==> src/rtl/gtwizard_0_pkg.sv <==
// Shared definitions for the receive word-alignment stage: FSM state
// encodings, sync-header constants and a header classification helper.
package gtwizard_0_pkg;

   typedef enum logic [1:0] {
      ST_RESET         = 2'b00,
      ST_TEST_UNLOCKED = 2'b01,
      ST_TEST_LOCKED   = 2'b10,
      ST_SLIP_WAIT     = 2'b11
   } align_state_t;

   localparam logic [1:0] SYNC_DATA = 2'b01;
   localparam logic [1:0] SYNC_CTRL = 2'b10;

   // A sync header is legal only as one of the two defined codes.
   function automatic logic header_good(input logic [1:0] hdr);
      return (hdr == SYNC_DATA) || (hdr == SYNC_CTRL);
   endfunction

endpackage

==> src/rtl/gtwizard_0_word_align.sv <==
// 64b/67b receive block-lock stage. Tests gearbox sync headers, requests
// gearbox slips until the headers line up, and declares lock after a full
// window of good headers. Data, header and valid are registered once; valid
// is qualified by lock so downstream logic only sees aligned words.
module gtwizard_0_word_align
   import gtwizard_0_pkg::*;
#(
   parameter int RX_DATA_WIDTH      = 64,
   parameter int SH_CNT_MAX         = 64,
   parameter int SH_INVALID_CNT_MAX = 16,
   parameter int SLIP_WAIT_CYCLES   = 32
) (
   input  logic                     USER_CLK,
   input  logic                     SYSTEM_RESET,
   input  logic [RX_DATA_WIDTH-1:0] DATA_IN,
   input  logic [1:0]               HEADER_IN,
   input  logic                     HEADER_VALID_IN,
   input  logic                     DATA_VALID_IN,
   output logic [RX_DATA_WIDTH-1:0] DATA_OUT,
   output logic [1:0]               HEADER_OUT,
   output logic                     DATA_VALID_OUT,
   output logic                     BLOCK_LOCK,
   output logic                     RXGEARBOXSLIP_OUT
);

   localparam int SH_W   = $clog2(SH_CNT_MAX) + 1;
   localparam int INV_W  = $clog2(SH_INVALID_CNT_MAX) + 1;
   localparam int SLIP_W = $clog2(SLIP_WAIT_CYCLES) + 1;

   localparam logic [SH_W-1:0]   SH_LAST   = SH_W'(SH_CNT_MAX - 1);
   localparam logic [INV_W-1:0]  INV_LIMIT = INV_W'(SH_INVALID_CNT_MAX);
   localparam logic [SLIP_W-1:0] SLIP_LAST = SLIP_W'(SLIP_WAIT_CYCLES - 1);

   align_state_t       state;
   logic [SH_W-1:0]    sh_cnt;
   logic [INV_W-1:0]   sh_invalid_cnt;
   logic [SLIP_W-1:0]  slip_cnt;
   logic               slip_p1;
   logic               hdr_ok;
   logic [INV_W-1:0]   inv_next;

   assign hdr_ok   = header_good(HEADER_IN);
   assign inv_next = sh_invalid_cnt + INV_W'(!hdr_ok);

   // Block-lock state machine with its counters and the registered slip pulse.
   always_ff @(posedge USER_CLK) begin
      if (SYSTEM_RESET) begin
         state          <= ST_RESET;
         sh_cnt         <= '0;
         sh_invalid_cnt <= '0;
         slip_cnt       <= '0;
         slip_p1        <= 1'b0;
      end else begin
         slip_p1 <= 1'b0;
         case (state)
            ST_RESET: begin
               sh_cnt         <= '0;
               sh_invalid_cnt <= '0;
               slip_cnt       <= '0;
               state          <= ST_TEST_UNLOCKED;
            end
            ST_TEST_UNLOCKED: begin
               if (HEADER_VALID_IN) begin
                  if (!hdr_ok) begin
                     slip_p1        <= 1'b1;
                     sh_cnt         <= '0;
                     sh_invalid_cnt <= '0;
                     slip_cnt       <= '0;
                     state          <= ST_SLIP_WAIT;
                  end else if (sh_cnt == SH_LAST) begin
                     sh_cnt         <= '0;
                     sh_invalid_cnt <= '0;
                     state          <= ST_TEST_LOCKED;
                  end else begin
                     sh_cnt <= sh_cnt + 1'b1;
                  end
               end
            end
            ST_TEST_LOCKED: begin
               if (HEADER_VALID_IN) begin
                  // Reaching the invalid limit outranks the end-of-window reset.
                  if (!hdr_ok && (inv_next == INV_LIMIT)) begin
                     slip_p1        <= 1'b1;
                     sh_cnt         <= '0;
                     sh_invalid_cnt <= '0;
                     slip_cnt       <= '0;
                     state          <= ST_SLIP_WAIT;
                  end else if (sh_cnt == SH_LAST) begin
                     sh_cnt         <= '0;
                     sh_invalid_cnt <= '0;
                  end else begin
                     sh_cnt         <= sh_cnt + 1'b1;
                     sh_invalid_cnt <= inv_next;
                  end
               end
            end
            ST_SLIP_WAIT: begin
               // Headers are ignored while the gearbox settles after a slip.
               if (slip_cnt == SLIP_LAST) begin
                  slip_cnt <= '0;
                  state    <= ST_TEST_UNLOCKED;
               end else begin
                  slip_cnt <= slip_cnt + 1'b1;
               end
            end
            default: state <= ST_RESET;
         endcase
      end
   end

   assign BLOCK_LOCK        = (state == ST_TEST_LOCKED);
   assign RXGEARBOXSLIP_OUT = slip_p1;

   // One-cycle pass-through of data and header; valid gated by current lock.
   always_ff @(posedge USER_CLK) begin
      if (SYSTEM_RESET) begin
         DATA_OUT       <= '0;
         HEADER_OUT     <= '0;
         DATA_VALID_OUT <= 1'b0;
      end else begin
         DATA_OUT       <= DATA_IN;
         HEADER_OUT     <= HEADER_IN;
         DATA_VALID_OUT <= DATA_VALID_IN & BLOCK_LOCK;
      end
   end

endmodule
==> config.mk <==
export PLATFORM = sky130hd
export DESIGN_NAME = gtwizard_0_word_align
export DESIGN_NICKNAME = d
export VERILOG_FILES = /design/src/rtl/gtwizard_0_pkg.sv /design/src/rtl/gtwizard_0_word_align.sv
export SDC_FILE = /design/constraint.sdc
export NUM_CORES = 1
export LEC_CHECK = 0
export ABC_AREA = 1
export CORE_MARGIN = 5
export CORE_UTILIZATION = 30
export CTS_BUF_LIST = sky130_fd_sc_hd__clkbuf_16
export DETAILED_ROUTE_END_ITERATION = 6
export HOLD_SLACK_MARGIN = 0.12
export PLACE_DENSITY = 0.63
export SLEW_MARGIN = 30
export SYNTH_ARGS = -nofsm -noshare
export SYNTH_HDL_FRONTEND = slang
export SYNTH_SLANG_ARGS = --single-unit
==> constraint.sdc <==
create_clock -name USER_CLK -period 5.55 [get_ports USER_CLK]
set_clock_uncertainty 0.2 [all_clocks]
set_input_delay 1.11 -clock USER_CLK [delete_from_list [all_inputs] [get_ports USER_CLK]]
set_output_delay 1.11 -clock USER_CLK [all_outputs]
set_load 0.02 [all_outputs]
==> run_results.csv <==
group,metric,value,unit
yosys,synth_edf_count,0,
global_routing,grt_max_degree,61,
sta,rsz0062_at_grt,"no",
cells_and_area,antennaDiodeCount,0,
drt,highest-signal-layer,"met4",
floorplanning,initial_core_util,30.3,%
floorplanning,num_io_pins,139,
setup_path,crit_path_max_incr_delay,0.53,ns
yosys,async_reset_ff_share,0,%
global_routing,grt_pass1_vias,2670,
yosys,synthCells,391,
setup_path,critical_path_class,"input pin to flop",
placement,dp.cells,660,
setup_path,cp_max_fo,7,
worst_hold_path,min_path_type,"flop to flop",
sta,maxSlewViolCount,0,
drt,met2WireLength,3850,um
setup_path,cp.required,5.54,ns
clock_tree,cts-resized-gates,0,
yosys,synth-seq-area-share,54.2,%
yosys,ys_top_cells_by_count,"88 x dfxtp_1, 84 x inv_1, 82 x nor2_1",
placement,portBuffers,138,
yosys,yosys-top-cells-area,"dfxtp_1 54%, inv_1 9.7%, nor2_1 9.5%",
drt,drt_first_pass_iters,4,
cells_and_area,fin_cells,676,
sta,relSlewSlack,58.4,%
floorplanning,core,10700,um2
floorplanning,fp.dieArea,13000,um2
sta,fmaxAchievable,284,MHz
clock_tree,post_cts.repair.setup_buffers,0,
drt,wl_met3,659,um
drt,met1_length,3210,um
drt,via_count,2779,
global_routing,antenna_found_initial,0,
clock_tree,tritoncts,"built",
clock_tree,numCtsBuffers,9,
clock_tree,clock_latency,0.33,ns
sta,fin_crit,3.53,ns
sta,finalHoldViolations,0,
setup_path,path_cells,"clkdlybuf4s50_1 -> xor2_2 -> inv_1 -> ha_1 -> ha_1 -> or2_1 -> nor2_4 -> nand3_2 -> nand2_4 -> nand3_2 -> nand3b_1 -> a21oi_1",
yosys,synth-seq-cells,88,
placement,dpl.hpwl,5870,um
drt,drt-wirelength-per-cell,11.6,um
setup_path,cp-start-kind,"input pin",
yosys,yosysTopAreaCell,"dfxtp_1",
sta,worstMarginPinSlew,0.624,ns
cells_and_area,nets,608,
cells_and_area,fill_cells,1101,
yosys,synth.top_cell.area_share,54.2,%
yosys,synthDistinctLibCells,27,
setup_path,cp_slowest_cell,"clkdlybuf4s50_1",
drt,route.detailed.drc,0,
power,p_per_area,338,nW/um2
cells_and_area,syn_to_final_growth,56.2,%
floorplanning,rows,38,
run,drv_cap,0,
drt,wl,7860,um
global_routing,grt_pass1_wl,12800,um
power,irDropWorstVdd,159,uV
drt,drt_iter0_markers,123,
clock_tree,cts_buffer_depth,2,
drt,antenna_left,0,
sta,setup_tns,0,ns
floorplanning,die_h,114,um
yosys,yosysWarnings,0,
clock_tree,h-tree-depth,3,
yosys,synth.most_common_cell,"dfxtp_1",
yosys,syn_area_per_cell,8.31,um2
global_routing,grt_use_total,12.3,%
power,power.leakage,2.24,nW
clock_tree,clock-sinks,88,
setup_path,cp.arrival,3.52,ns
yosys,synthesis.nets,468,
yosys,synth_area,3250,um2
clock_tree,cts-root-buf,"clkbuf_16",
clock_tree,cts_hold_buf,0,
global_routing,grt_overflow,0,
placement,routabilityCongestion,0.798,
sta,setup_viol,0,
cells_and_area,drive_gt1_share,6.90,%
outcome,status,"completed",
setup_path,worstSetupEndpointType,"flop",
sta,post-route-period-util,63.5,%
drt,vias_per_cell,4.11,
yosys,ys.flop_type,"dfxtp_1",
floorplanning,dieWidth,114,um
clock_tree,clkSlewWorstSetupHoldPaths,0.06,ns
## final cells by class
type / instances / area, um2 / share of cell area, %
well taps: 140 / 175 / 3.45
clock inverters: 7 / 87.6 / 1.72
flip-flops and latches: 88 / 1760 / 34.7
multi-input cells: 207 / 1120 / 22.1
inverters: 86 / 324 / 6.38
clock buffers: 9 / 225 / 4.44
repair buffers: 139 / 1380 / 27.3
## through the flow
step	setup slack, ns	hold slack [ns]	power [W]	utilization (%)	instance area (um2)
floorplan	2.47	0.214	0.000949	-	3250
global placement	1.74	0.232	0.00109	44.3	4760
detailed placement	1.67	0.237	0.00110	44.3	4760
CTS	2.01	0.252	0.00174	47.3	5080
global route	1.86	0.300	0.00181	47.3	5080
finish	2.02	0.252	0.00172	47.3	5080
## registers in the layout, indices dropped and copies added (netlist names)
| register | count |
|---|---|
| RXGEARBOXSLIP_OUT | 1 |
| HEADER_OUT | 2 |
| DATA_VALID_OUT | 1 |
| state | 2 |
| sh_cnt | 7 |
| slip_cnt | 6 |
| sh_invalid_cnt | 5 |
| DATA_OUT | 64 |
## critical path: cells and delay by family
family / cells / cell delay [ns]
adder cells (fa/ha/maj): 2 / 0.52
AO/OA/AOI/OAI: 1 / 0.06
buffers and inverters: 2 / 0.67
XOR/XNOR: 1 / 0.25
AND/OR/NAND/NOR: 6 / 0.89
## metal layers
layer  vias up  track usage [%]
met3         9             5.55
met1      1247             14.1
met5         -                0
li1       1449                -
met2        74             19.5
met4         0             5.62
## logic make-up after synthesis
logic type                 count (synthesis)  synth area share, %
and+or+nand+nor                          172                 25.8
adders and majority gates                  7                 2.69
buffers and inverters                     96                 11.4
DFF                                       88                 54.2
xor gates and xnor gates                   6                 1.85
AOI/OAI and AO/OA                         22                 4.16
## where the power goes
group	internal [W]	switching (W)	total [W]
Combinational	0.000167	0.000220	0.000386
Clock	0.000391	0.000244	0.000635
Sequential	0.000674	0.0000221	0.000697
## path summary, 6_finish.rpt
check / from / to / slack (ns) / cells after the start
max: HEADER_IN[1] / sh_cnt[4]$_SDFFE_PP0P_ / 2.02 / 12
max reg2reg: sh_invalid_cnt[0]$_SDFFE_PP0P_ / sh_cnt[4]$_SDFFE_PP0P_ / 3.41 / 9
min: sh_cnt[6]$_SDFFE_PP0P_ / sh_cnt[6]$_SDFFE_PP0P_ / 0.25 / 2
min reg2reg: sh_cnt[6]$_SDFFE_PP0P_ / sh_cnt[6]$_SDFFE_PP0P_ / 0.25 / 2
## cell usage in the layout, fill, tap and decap left out, types with 2 or more instances in the layout
cell and count:
xor2_1 3, nand2_4 3, clkbuf_16 9, clkdlybuf4s50_1 137, bufinv_16 2, nor3_1 2, a21oi_2 2, nand3_1 11
nand2_1 44, ha_1 7, nand2_2 2, nand3b_1 3, nand3_2 3, nor2_1 82, inv_1 86, nand4_1 14
nor2_4 4, dfxtp_1 88, nor2_8 2, a21oi_1 18, xnor2_1 2
Power figures use the tool's default switching activity.
